===== src/rtl/elastic_pipe_if.sv =====
// Valid/ready bundle for elastic_pipe: upstream word in, downstream word out.
// A word moves on a rising edge where valid & ready are both 1; valid must not depend on ready.
interface elastic_pipe_if #(
    parameter int WIDTH = 4
);
    logic             in_valid;
    logic             in_ready;
    logic [WIDTH-1:0] in_data;
    logic             out_valid;
    logic             out_ready;
    logic [WIDTH-1:0] out_data;

    modport master (
        output in_valid, in_data, out_ready,
        input  in_ready, out_valid, out_data
    );

    modport slave (
        input  in_valid, in_data, out_ready,
        output in_ready, out_valid, out_data
    );
endinterface


===== src/rtl/elastic_pipe.sv =====
// DEPTH-stage valid/ready register pipe with bubble collapsing, synchronous flush
// and a registered occupancy count.
module elastic_pipe #(
    parameter int WIDTH = 4,
    parameter int DEPTH = 2
) (
    input  logic                         clk,
    input  logic                         reset_n,
    input  logic                         flush,
    elastic_pipe_if.slave                bus,
    output logic [$clog2(DEPTH+1)-1:0]   occupancy
);
    localparam int OW = $clog2(DEPTH + 1);
    localparam logic [OW-1:0] OCC_ONE = OW'(1);

    logic [DEPTH-1:0] v;
    logic [WIDTH-1:0] d   [DEPTH];
    logic [DEPTH:0]   r;
    logic [DEPTH-1:0] vin;
    logic [WIDTH-1:0] din [DEPTH];
    logic             in_hs;
    logic             out_hs;

    // A stage can take a word if it is empty or its successor is moving on.
    always_comb begin
        r        = '0;
        r[DEPTH] = bus.out_ready;
        for (int k = DEPTH - 1; k >= 0; k--) begin
            r[k] = !v[k] | r[k+1];
        end
    end

    always_comb begin
        vin    = '0;
        din    = '{default: '0};
        vin[0] = bus.in_valid;
        din[0] = bus.in_data;
        for (int k = 1; k < DEPTH; k++) begin
            vin[k] = v[k-1];
            din[k] = d[k-1];
        end
    end

    assign bus.in_ready  = r[0] & !flush;
    assign bus.out_valid = v[DEPTH-1];
    assign bus.out_data  = d[DEPTH-1];
    assign in_hs         = bus.in_valid & bus.in_ready;
    assign out_hs        = bus.out_valid & bus.out_ready;

    // Data only loads alongside a valid word, so empty slots keep stale data.
    always_ff @(posedge clk or negedge reset_n) begin
        if (!reset_n) begin
            v <= '0;
            for (int k = 0; k < DEPTH; k++) begin
                d[k] <= '0;
            end
        end else if (flush) begin
            v <= '0;
        end else begin
            for (int k = 0; k < DEPTH; k++) begin
                if (r[k]) begin
                    v[k] <= vin[k];
                    if (vin[k]) begin
                        d[k] <= din[k];
                    end
                end
            end
        end
    end

    always_ff @(posedge clk or negedge reset_n) begin
        if (!reset_n) begin
            occupancy <= '0;
        end else if (flush) begin
            occupancy <= '0;
        end else if (in_hs && !out_hs) begin
            occupancy <= occupancy + OCC_ONE;
        end else if (out_hs && !in_hs) begin
            occupancy <= occupancy - OCC_ONE;
        end
    end
endmodule


===== src/flat_wrapper.sv =====
// flat-port wrapper written by rule: the top's interface ports become plain ports
module elastic_pipe_flat 
#(
    parameter int WIDTH = 4,
    parameter int DEPTH = 2
)
  (clk, reset_n, flush, occupancy, bus_in_valid, bus_in_data, bus_out_ready, bus_in_ready, bus_out_valid, bus_out_data);
  elastic_pipe_if #(.WIDTH(WIDTH)) bus_i ();
  input  logic clk;
  input  logic reset_n;
  input  logic flush;
  output logic [$clog2(DEPTH+1)-1:0] occupancy;
  input wire logic [$bits(bus_i.in_valid)-1:0] bus_in_valid;
  input wire logic [$bits(bus_i.in_data)-1:0] bus_in_data;
  input wire logic [$bits(bus_i.out_ready)-1:0] bus_out_ready;
  output wire logic [$bits(bus_i.in_ready)-1:0] bus_in_ready;
  output wire logic [$bits(bus_i.out_valid)-1:0] bus_out_valid;
  output wire logic [$bits(bus_i.out_data)-1:0] bus_out_data;
  assign bus_i.in_valid = bus_in_valid;
  assign bus_i.in_data = bus_in_data;
  assign bus_i.out_ready = bus_out_ready;
  assign bus_in_ready = bus_i.in_ready;
  assign bus_out_valid = bus_i.out_valid;
  assign bus_out_data = bus_i.out_data;
  elastic_pipe #(.WIDTH(WIDTH), .DEPTH(DEPTH)) u_core (.clk(clk), .reset_n(reset_n), .flush(flush), .bus(bus_i), .occupancy(occupancy));
endmodule

===== config.mk =====
export PLATFORM = sky130hd
export DESIGN_NAME = elastic_pipe_flat
export DESIGN_NICKNAME = d
export VERILOG_FILES = /design/src/rtl/elastic_pipe_if.sv /design/src/rtl/elastic_pipe.sv /design/src/flat_wrapper.sv
export SDC_FILE = /design/constraint.sdc
export NUM_CORES = 1
export LEC_CHECK = 0
export ABC_AREA = 1
export BUFFER_PORTS_ARGS = -buffer_cell sky130_fd_sc_hd__buf_4
export CORE_AREA = 3 3 40 42
export CTS_BUF_LIST = sky130_fd_sc_hd__clkbuf_4
export DETAILED_ROUTE_END_ITERATION = 8
export DIE_AREA = 0 0 43 45
export PLACE_DENSITY = 0.7
export SLEW_MARGIN = 20
export SYNTH_ARGS = -nofsm -noshare
export SYNTH_HDL_FRONTEND = slang
export SYNTH_SLANG_ARGS = --single-unit
export TNS_END_PERCENT = 30

===== constraint.sdc =====
create_clock -name clk -period 1 [get_ports clk]
set_input_delay 0.15 -clock clk [delete_from_list [all_inputs] [get_ports clk]]
set_output_delay 0.15 -clock clk [all_outputs]
set_load 0.02 [all_outputs]

==> results.cfg <==
[worst_setup_path]
cp_max_fo = 2
arrival_ps = 970
cp-end-kind = output pin
cp.required_ps = 850
startpoint_type = flip-flop
timing_worst_setup_path_type = reg -> out

[logic_synthesis]
syn_avg_cell_area_um2 = 7.930
ys.warnings.count = 0
ys_ff_latch = 12
synth_cell_types = 11
syn_inst = 71
syn_nets = 80
synth_area_um2 = 563.0
yosysSeqAreaShare_pct = 53.33

[finish]
nets = 103
multi_input_area_um2 = 237.7
area_delta_synth_final_pct = 48.44
ff_latch_area_um2 = 301.5
diodes = 0
num-fill-cells = 117
final_util_pct = 65.04
drive_gt1_share_pct = 40.86
final_area_um2 = 835.8

[floorplanning]
rows = 13
fp.dieArea_um2 = 1935
initial_core_util_pct = 43.82
die_x_um = 43
fp.coreArea_um2 = 1285
die_height_um = 45
ios = 17

[place]
place_area_um2 = 723.2
dp_hpwl_um = 748.7
port_buffers = 16
place_congestion = 0.6960

[timing]
finalSetupTns_ps = -809.0
drv_slew = 0
worstMarginPinSlew_ps = 177.3
period_needed_ps = 1116
rsz0062_at_grt = true
slew_headroom_pct = 88.17
setup_slack_ps = -116.5
setup_viol = 12
skew_ps = 3.160
final_hold_viol_count = 0
max_freq_mhz = 895.7
post-route-period-util_pct = 111.6

[worst_hold_path]
worstHoldPathType = in -> reg

[global_routing]
grt-ovfl-total = 0
grt_pass1_wl_um = 1821
antenna_found_initial = 0
grt.total_usage_pct = 11.95
grt_max_degree = 13
grt_pass1_vias = 416

[drt]
wl_per_cell_um = 9.444
vias = 475
drt_wl_total_um = 1020
first_iter_violations = 9
ant_nets = 0
vias_per_cell = 4.398
dr.pass1.iters = 4
drc = 0

[clock_network]
cts_root_buf = clkbuf_4
path_clk_slew_ps = 80
clock_latency_ps = 260
cts_max_path_buffers = 2
tritoncts = done
cts_buffers = 3
htreeDepth = 1
clock-sinks = 12

[outcome]
violations = setup timing
status = finished, violations left

[power_and_ir_drop]
power_density_nw_per_um2 = 1471
total_leakage_power_nw = 0.4413
peakVddDrop_v = 0.0009797

[flow_run]
maxCapViolations = 0
[registers in the layout (all words and copies together), names as in the netlist]
register	flops
u_core.v	2
u_core.d	4
u_core.bus.out_data	4
u_core.occupancy	2
[worst paths after layout]
kind                                          end  cells after the start              startpoint  slack [ps]
max                                  bus_in_ready                      4             u_core.v[0]        -120
min                                   u_core.d[5]                      3          bus_in_data[1]          90
max reg2reg                           u_core.d[6]                      7             u_core.v[0]        -100
min reg2reg                u_core.bus.out_data[2]                      2  u_core.bus.out_data[2]         490
max in group asynchronous             u_core.v[1]                      2                 reset_n         590
min in group asynchronous  u_core.bus.out_data[3]                      2                 reset_n         250
[worst max-delay path: stages (launching register included)]
cell     delay, ps
dfrtp_1        410
nand3_4        100
nand2_2         50
inv_2           50
buf_6          100
[where the power goes]
part	internal [W]	switching [W]	total, W
sequential	0.000553	0.0000396	0.000592
clock	0.000144	0.000153	0.000297
combinational	0.000161	0.000180	0.000341
total	0.000857	0.000372	0.00123
[synthesized netlist by cell type (all sizes together)]
library cell	count	area [um2]
a21oi	2	10.01
o21ai	9	45.04
nand3	4	25.02
dfrtp	12	300.3
nand2	25	93.84
inv	13	48.79
buf	4	30.03
nor2	2	10.01
[area by class of cell]
type,instances,area share (%)
Clock buffer,3,2.695
Clock inverter,1,0.4491
Inverter,13,5.838
Multi-Input combinational cell,42,28.44
Sequential cell,12,36.08
Timing Repair Buffer,22,24.25
Tap cell,15,2.246
[logic make-up after synthesis]
family / after synthesis / synth area share, %
and+or+nand+nor: 31 / 22.89
AOI/OAI and AO/OA: 11 / 9.777
DFF: 12 / 53.33
buffers and inverters: 17 / 14.00
[placed cells by master (no fill, tap or decap), drive strengths merged]
master       instances
dfrtp               12
a21oi                2
nor2                 2
inv                 13
buf                 21
nand2               25
o21ai                9
dlygate4sd3          1
nand3                4
clkinv               1
clkbuf               3
[per-layer routing]
| metal | track usage (%) | share of wire (%) | up-vias |
|---|---|---|---|
| met3 | 1.195 | 5.4 | 0 |
| met5 | 0 | 0 | - |
| li1 | - | - | 256 |
| met2 | 17.07 | 44 | 9 |
| met4 | 3.614 | 0 | 0 |
| met1 | 19.04 | 51 | 210 |
[through the flow]
step	std cells	setup slack [ps]	total power, W	hold slack (ps)
floorplan	71	-5.709	0.0008040	-145.6
global placement	100	-7.445	0.0008944	-5.143
detailed placement	100	-8.229	0.0009011	-5.065
CTS	108	-146.8	0.001209	80.33
global route	108	-172.6	0.001307	97.83
finish	108	-116.5	0.001229	92.95
[timing repair]
item,in CTS,in global routing
resized for setup,3,13
setup endpoints to repair,9,16
setup buffers,3,0
endpoints found under the hold margin,12,0
pin swaps,1,3
hold buffers,1,0
(Power assumes the default switching activity.)
